$ cat src/rtl/gascon_perm_sequencer_pkg.sv
// Shared types and helpers for the GASCON permutation sequencer and its round core.
package gascon_pkg;

    typedef enum logic [2:0] {
        IDLE,
        KICK,
        START,
        WAIT,
        OUT,
        ERR
    } seq_state_t;

    localparam int GASCON_MAX_ROUNDS = 12;

    // Round constant consumed by the core: high nibble counts down while the low nibble counts up.
    function automatic logic [7:0] round_const(input logic [3:0] rnd);
        return {4'hF - rnd, rnd};
    endfunction

endpackage

$ cat src/rtl/gascon_perm_sequencer_if.sv
// Input/output state handshakes between the sponge logic and the permutation sequencer.
interface gascon_perm_sequencer_if #(
    parameter int CWIDTH = 320
) ();

    logic              in_valid;
    logic              in_ready;
    logic [CWIDTH-1:0] in_state;
    logic              out_valid;
    logic              out_ready;
    logic [CWIDTH-1:0] out_state;

    modport master (
        output in_valid, in_state, out_ready,
        input  in_ready, out_valid, out_state
    );

    modport slave (
        input  in_valid, in_state, out_ready,
        output in_ready, out_valid, out_state
    );

endinterface

$ cat src/rtl/gascon_seq_timeout.sv
// Loadable wait counter that flags when it has sat at the TIMEOUT value.
module gascon_seq_timeout #(
    parameter int TIMEOUT = 255
) (
    input  logic clk,
    input  logic reset_n,
    input  logic clear,
    input  logic inc,
    output logic expired
);

    localparam int W = (TIMEOUT < 1) ? 1 : $clog2(TIMEOUT + 1);

    logic [W-1:0] wait_cnt_q, wait_cnt_d;

    // Saturating so a long stall can never wrap back below the limit.
    always_comb begin
        wait_cnt_d = wait_cnt_q;
        if (clear) begin
            wait_cnt_d = '0;
        end else if (inc && (wait_cnt_q != W'(TIMEOUT))) begin
            wait_cnt_d = wait_cnt_q + 1'b1;
        end
    end

    always_ff @(posedge clk or negedge reset_n) begin
        if (!reset_n) begin
            wait_cnt_q <= '0;
        end else begin
            wait_cnt_q <= wait_cnt_d;
        end
    end

    assign expired = (wait_cnt_q == W'(TIMEOUT));

endmodule

$ cat src/rtl/gascon_perm_sequencer.sv
// Drives gascon_core_round through NUM_ROUNDS single-round passes per accepted state.
// Optional macro GASCON_SEQ_PERF_CNT_EN adds the perf_cycles latency counter.
module gascon_perm_sequencer
    import gascon_pkg::*;
#(
    parameter int CWIDTH      = 320,
    parameter int ROUND_COUNT = 16,
    parameter int NUM_ROUNDS  = 12,
    parameter int TIMEOUT     = 255
) (
    input  logic                   clk,
    input  logic                   reset_n,
    gascon_perm_sequencer_if.slave bus,
    output logic                   busy,
    output logic                   error,
    output logic [CWIDTH-1:0]      core_c,
    output logic [ROUND_COUNT-1:0] core_round,
    output logic                   core_en,
    output logic                   core_rst,
    input  logic [CWIDTH-1:0]      core_cout,
    input  logic                   core_done
`ifdef GASCON_SEQ_PERF_CNT_EN
    ,
    output logic [31:0]            perf_cycles
`endif
);

    localparam logic [3:0] FIRST = 4'(GASCON_MAX_ROUNDS - NUM_ROUNDS);
    localparam logic [3:0] LAST  = 4'(GASCON_MAX_ROUNDS - 1);

    seq_state_t        state_q, state_d;
    logic [CWIDTH-1:0] state_reg_q, state_reg_d;
    logic [3:0]        rnd_q, rnd_d;
    logic              error_q, error_d;
    logic              in_ready_q, out_valid_q, busy_q, core_rst_q, core_en_q;
    logic              accept, timeout_hit;

    assign accept = (state_q == IDLE) && bus.in_valid && in_ready_q;

    gascon_seq_timeout #(
        .TIMEOUT(TIMEOUT)
    ) u_timeout (
        .clk    (clk),
        .reset_n(reset_n),
        .clear  (state_q == START),
        .inc    (state_q == WAIT),
        .expired(timeout_hit)
    );

    // A core_done in the same cycle as the timeout wins, so a late core still completes.
    always_comb begin
        state_d     = state_q;
        state_reg_d = state_reg_q;
        rnd_d       = rnd_q;
        error_d     = error_q;
        case (state_q)
            IDLE: begin
                if (accept) begin
                    state_reg_d = bus.in_state;
                    rnd_d       = FIRST;
                    state_d     = KICK;
                end
            end
            KICK:  state_d = START;
            START: state_d = WAIT;
            WAIT: begin
                if (core_done) begin
                    state_reg_d = core_cout;
                    if (rnd_q == LAST) begin
                        state_d = OUT;
                    end else begin
                        rnd_d   = rnd_q + 4'd1;
                        state_d = KICK;
                    end
                end else if (timeout_hit) begin
                    error_d = 1'b1;
                    state_d = ERR;
                end
            end
            OUT: begin
                if (bus.out_ready) begin
                    state_d = IDLE;
                end
            end
            ERR:     state_d = ERR;
            default: state_d = IDLE;
        endcase
    end

    // Handshake and core controls are decoded from the next state so they are glitch-free flops.
    always_ff @(posedge clk or negedge reset_n) begin
        if (!reset_n) begin
            state_q     <= IDLE;
            state_reg_q <= '0;
            rnd_q       <= '0;
            error_q     <= 1'b0;
            in_ready_q  <= 1'b1;
            out_valid_q <= 1'b0;
            busy_q      <= 1'b0;
            core_rst_q  <= 1'b1;
            core_en_q   <= 1'b0;
        end else begin
            state_q     <= state_d;
            state_reg_q <= state_reg_d;
            rnd_q       <= rnd_d;
            error_q     <= error_d;
            in_ready_q  <= (state_d == IDLE);
            out_valid_q <= (state_d == OUT);
            busy_q      <= (state_d inside {KICK, START, WAIT, OUT});
            core_rst_q  <= !(state_d inside {START, WAIT});
            core_en_q   <= (state_d inside {START, WAIT});
        end
    end

    assign bus.in_ready  = in_ready_q;
    assign bus.out_valid = out_valid_q;
    assign bus.out_state = state_reg_q;
    assign busy          = busy_q;
    assign error         = error_q;
    assign core_c        = state_reg_q;
    assign core_round    = ROUND_COUNT'(rnd_q);
    assign core_en       = core_en_q;
    assign core_rst      = core_rst_q;

`ifdef GASCON_SEQ_PERF_CNT_EN
    logic [31:0] perf_q, perf_d;

    // The accept cycle itself counts, so the value covers accept through the last core round.
    always_comb begin
        perf_d = perf_q;
        if (accept) begin
            perf_d = 32'd1;
        end else if ((state_q inside {KICK, START, WAIT}) && (perf_q != '1)) begin
            perf_d = perf_q + 32'd1;
        end
    end

    always_ff @(posedge clk or negedge reset_n) begin
        if (!reset_n) begin
            perf_q <= '0;
        end else begin
            perf_q <= perf_d;
        end
    end

    assign perf_cycles = perf_q;
`endif

endmodule
$ cat src/flat_wrapper.sv
// flat-port wrapper written by rule: the top's interface ports become plain ports
module gascon_perm_sequencer_flat import gascon_pkg::*;
#(
    parameter int CWIDTH      = 320,
    parameter int ROUND_COUNT = 16,
    parameter int NUM_ROUNDS  = 12,
    parameter int TIMEOUT     = 255
)
  (clk, reset_n, busy, error, core_c, core_round, core_en, core_rst, core_cout, core_done, bus_in_valid, bus_in_state, bus_out_ready, bus_in_ready, bus_out_valid, bus_out_state);
  gascon_perm_sequencer_if #(.CWIDTH(CWIDTH)) bus_i ();
  input  logic clk;
  input  logic reset_n;
  output logic busy;
  output logic error;
  output logic [CWIDTH-1:0] core_c;
  output logic [ROUND_COUNT-1:0] core_round;
  output logic core_en;
  output logic core_rst;
  input  logic [CWIDTH-1:0] core_cout;
  input  logic core_done;
  input wire logic [$bits(bus_i.in_valid)-1:0] bus_in_valid;
  input wire logic [$bits(bus_i.in_state)-1:0] bus_in_state;
  input wire logic [$bits(bus_i.out_ready)-1:0] bus_out_ready;
  output wire logic [$bits(bus_i.in_ready)-1:0] bus_in_ready;
  output wire logic [$bits(bus_i.out_valid)-1:0] bus_out_valid;
  output wire logic [$bits(bus_i.out_state)-1:0] bus_out_state;
  assign bus_i.in_valid = bus_in_valid;
  assign bus_i.in_state = bus_in_state;
  assign bus_i.out_ready = bus_out_ready;
  assign bus_in_ready = bus_i.in_ready;
  assign bus_out_valid = bus_i.out_valid;
  assign bus_out_state = bus_i.out_state;
  gascon_perm_sequencer #(.CWIDTH(CWIDTH), .ROUND_COUNT(ROUND_COUNT), .NUM_ROUNDS(NUM_ROUNDS), .TIMEOUT(TIMEOUT)) u_core (.clk(clk), .reset_n(reset_n), .bus(bus_i), .busy(busy), .error(error), .core_c(core_c), .core_round(core_round), .core_en(core_en), .core_rst(core_rst), .core_cout(core_cout), .core_done(core_done));
endmodule
$ cat config.mk
export PLATFORM = sky130hd
export DESIGN_NAME = gascon_perm_sequencer_flat
export DESIGN_NICKNAME = d
export VERILOG_FILES = /design/src/rtl/gascon_perm_sequencer_pkg.sv /design/src/rtl/gascon_perm_sequencer_if.sv /design/src/rtl/gascon_seq_timeout.sv /design/src/rtl/gascon_perm_sequencer.sv /design/src/flat_wrapper.sv
export SDC_FILE = /design/constraint.sdc
export NUM_CORES = 1
export LEC_CHECK = 0
export ABC_AREA = 1
export CAP_MARGIN = 20
export CORE_AREA = 8 8 499 501
export DETAILED_ROUTE_END_ITERATION = 12
export DIE_AREA = 0 0 507 509
export GPL_TIMING_DRIVEN = 0
export PLACE_DENSITY = 0.3
export RECOVER_POWER = 50
export SYNTH_ARGS = -nofsm -noshare
export SYNTH_HDL_FRONTEND = slang
export SYNTH_SLANG_ARGS = --single-unit
$ cat constraint.sdc
create_clock -name clk -period 1.64 [get_ports clk]
set_input_delay 0.328 -clock clk [delete_from_list [all_inputs] [get_ports clk]]
set_output_delay 0.328 -clock clk [all_outputs]
set_load 0.01 [all_outputs]
==> flow_summary_export.csv <==
group,metric,value,unit
place,gp_congestion,0.8529,
yosys,yosysSeqAreaShare,0.4367,
pwr,powerDensity,707.5,mW/mm^2
final_layout,finalNonFillerCells,7266,
routing,viasPerCell,3.215,
yosys,synth_cell_types,25,
worst_setup_path,timing.critical_path.from,"u_core.bus.in_ready$_DFF_PN1_",
place,place_ws,-1.721,ns
clock_tree,htree_levels,2,
place,io_buffer_count,1294,
final_layout,stdcell_area,0.04105,mm^2
final_layout,register_area,0.008611,mm^2
pwr,vdd_ir_drop_max,0.7767,mV
final_layout,nFillCells,27560,
sta,finalHoldViolations,0,
global_routing,grt_antenna_before_repair,116,
yosys,ys_warn_count,0,
floorplan,ios,1307,
floorplan,die_y,509,um
clock_tree,numCtsBuffers,55,
place,place_inst,7043,
global_routing,grt_use_met1,0.1922,
floorplan,start_util,0.08096,
final_layout,nets,4640,
outcome,violations,"negative setup slack",
yosys,yosysTopAreaCellShare,0.4341,
routing,wirelength,206.9,mm
sta,tightestPinTransition,1.442,ns
hold_path,hold_class,"primary input to flop",
yosys,synth_area_leaders,"dfrtp_1, nor2_1, buf_4, a21oi_1, or2_1",
clock_tree,cts_sinks,341,
routing,ant_nets,0,
worst_setup_path,r2r_start,"u_core.bus.in_ready$_DFF_PN1_",
sta,setup_slack,-0.4488,ns
final_layout,area_growth,110.0,%
worst_setup_path,required,2.22,ns
hold_path,hold_start,"bus_in_state[253]",
worst_setup_path,worstSetupPathType,"flop to flop",
worst_setup_path,max_stage_delay,0.58,ns
global_routing,met2_usage,0.2313,
pwr,intPower,20.13,mW
clock_tree,cts_buffer_depth,3,
routing,drt_iter0_drc,1584,
worst_setup_path,slowest_stage,"dfstp_2",
sta,fin_crit_sh,1.274,
final_layout,multi_input_area,0.008348,mm^2
sta,setup_tns,-300.98,ns
floorplan,core,0.2414,mm^2
worst_setup_path,path_cells,"nand2_4, nand3b_1, a21oi_2, buf_6, buf_16, buf_16, clkbuf_16, nor2_1, a21oi_1",
job,max-cap-violations,0,
yosys,avgSynthCellArea,7.716,um^2
clock_tree,root_buffer,"clkbuf_16",
routing,dr.pass1.iters,5,
worst_setup_path,reg2reg_depth,9,
yosys,yosys_register_bits,341,
global_routing,grt_pass1_wl,257.5,mm
global_routing,grt_overflow,0,
global_routing,grt_use_total,0.1501,
global_routing,top_usage_layer,"met2",
sta,rsz0062_at_grt,"true",
sta,max_freq,478.8,MHz
global_routing,grt_max_degree,93,
floorplan,dieWidth,507,um
clock_tree,cts_tree,"yes",
worst_setup_path,cpMostUsedCell,"buf_16",
sta,maxSlewHeadroom,0.03851,
final_layout,drive_gt1_frac,0.2618,
pwr,seq_power_share,0.331,
routing,remaining_drc_errors,0,
yosys,synth_area,0.01954,mm^2
sta,fin_crit,2.089,ns
global_routing,first_global_vias,23970,
pwr,pwr-share-comb,0.236,
outcome,status,"complete, but fails checks",
floorplan,die_area,0.2581,mm^2
routing,vias,23360,
hold_path,min_path_cells,4,
pwr,finalPower,29.04,mW
global_routing,met3_usage,0.07689,
pwr,p_leak,18.44,nW
clock_tree,clk_pin_slew_worst_paths,0.06,ns
worst_setup_path,startpoint_type,"flop",
worst_setup_path,cp_max_fo,8,
yosys,synth_top_area_cell,"dfrtp_1",
worst_setup_path,timing.critical_path.buf_inv,4,
sta,clock-skew-final,0.03671,ns
yosys,synth_cells,2533,
pwr,sw_frac_of_total,0.3068,
routing,wire_per_inst,28.47,um
clock_tree,clk_latency,0.69,ns
place,placed_area,0.03663,mm^2
worst_setup_path,end_kind,"flop",
floorplan,num_rows,181,
sta,maxSlewViolCount,0,
worst_setup_path,path_delay_family,"buffers and inverters",
place,dp_hpwl,174.9,mm
pwr,clkPwrFrac,0.433,
sta,setup_viol,1213,
pwr,net-switching-power,8.910,mW
worst_setup_path,worstPathArrival,2.66,ns
worst_setup_path,cp_num_cells,9,
[cells in the mapped netlist]
cell and instances:
buf_4 353, nand3b_1 1, o21ai_0 8, nand2_1 32, a31o_2 1, a21oi_1 326, nand3_1 16, dfstp_2 2
or2_2 120, nor2_1 974, mux2i_1 1, buf_2 104, nor3_1 2, ha_1 2, clkbuf_1 16, or2_1 200
inv_2 2, conb_1 1, buf_6 2, o211ai_1 1, xor2_1 2, nand2_4 1, nand4_1 6, dfrtp_1 339
inv_1 21
[state kept, by name, summed over array words and instances, names as in the netlist]
signal                       cells
u_core.core_en                   1
u_core.u_timeout.wait_cnt_q      8
u_core.error                     1
u_core.bus.out_state           320
u_core.core_rst                  1
u_core.busy                      1
u_core.state_q                   3
u_core.bus.in_ready              1
u_core.rnd_q                     4
u_core.bus.out_valid             1
[worst min-delay path, stage by stage]
cell and delay [ns]:
clkdlybuf4s50_1 0.40, nor2_1 0.09, or2_2 0.10, a21oi_1 0.05
[power by group through the flow]
stage	sequential [mW]	combinational (mW)	clock [mW]
after detailed placement	9.77	7.19	0
after CTS	9.61	6.89	13.2
after floorplan	9.67	1.89	0
after global routing	9.69	7.34	13.3
after global placement	9.78	7.15	0
final	9.62	6.84	12.6
[metrics by stage]
step	util	hold WS, ns
global route	0.1697	0.2607
CTS	0.1651	0.2008
finish	0.1700	0.3147
global placement	0.1514	0.4794
detailed placement	0.1517	0.4456
floorplan	-	0.03241
[cells in the final DEF, fill, tap and decap left out, types with 5 or more instances in the layout]
cell,count
a21oi_1,269
a21oi_2,57
buf_12,36
buf_16,20
buf_2,32
buf_4,414
buf_6,66
buf_8,14
bufinv_16,5
clkbuf_1,15
clkbuf_16,73
clkbuf_2,10
clkbuf_4,5
clkbuf_8,11
clkdlybuf4s15_1,10
clkdlybuf4s15_2,40
clkdlybuf4s50_1,760
clkinv_2,7
conb_1,12
dfrtp_1,279
dfrtp_2,60
diode_2,30
dlygate4sd2_1,438
inv_1,21
nand2_1,30
nand3_1,16
nand4_1,6
nor2_1,905
nor2_2,23
nor2_4,46
o21ai_0,8
or2_1,199
or2_2,120
[final timing paths]
path	end	slack, ns
worst max-delay path	u_core.bus.out_state[313]$_DFFE_PN0P_	-0.45
worst min-delay path	u_core.bus.out_state[253]$_DFFE_PN0P_	0.31
worst max register to register	u_core.bus.out_state[313]$_DFFE_PN0P_	-0.45
worst min register to register	u_core.error$_DFFE_PN0P_	0.48
max in group asynchronous	u_core.bus.out_state[302]$_DFFE_PN0P_	-0.31
min in group asynchronous	u_core.bus.out_state[92]$_DFFE_PN0P_	0.58
[timing repair]
action / CTS / global route
hold buffers: 1 / 0
endpoints found under the setup margin: 986 / 986
buffers inserted: 71 / 2
pin swaps: 2 / 0
cloned: 9 / 18
gates resized for setup: 1076 / 217
hold endpoints to repair: 73 / 0
[logic make-up after synthesis]
| kind of cell | Yosys count | share of synthesized area |
|---|---|---|
| DFF | 341 | 0.4367 |
| muxes | 1 | 0.0005122 |
| other | 1 | 0.0001919 |
| xor gates and xnor gates | 2 | 0.0008965 |
| AOI/OAI and AO/OA | 336 | 0.08636 |
| buffers and inverters | 498 | 0.1709 |
| adders and majority gates | 2 | 0.001280 |
| and+or+nand+nor | 1352 | 0.3031 |
[routing by layer]
layer,wire length (um),part of all wire,vias up
li1,-,-,10590
met3,25810,0.12,219
met2,89960,0.43,1200
met4,2575,0.012,60
met1,88140,0.43,11290
met5,414,0.0020,-
[final cells by class]
class	instances	area share
diodes	30	0.001829
repair buffers	1395	0.3374
plain buffers	472	0.1034
clock buffers	79	0.03792
clock inverters	19	0.006614
multi-input cells	1705	0.2034
inverters	23	0.002103
well taps	3202	0.09760
flip-flops and latches	341	0.2098
No activity file was read; power rests on OpenSTA's default activity.
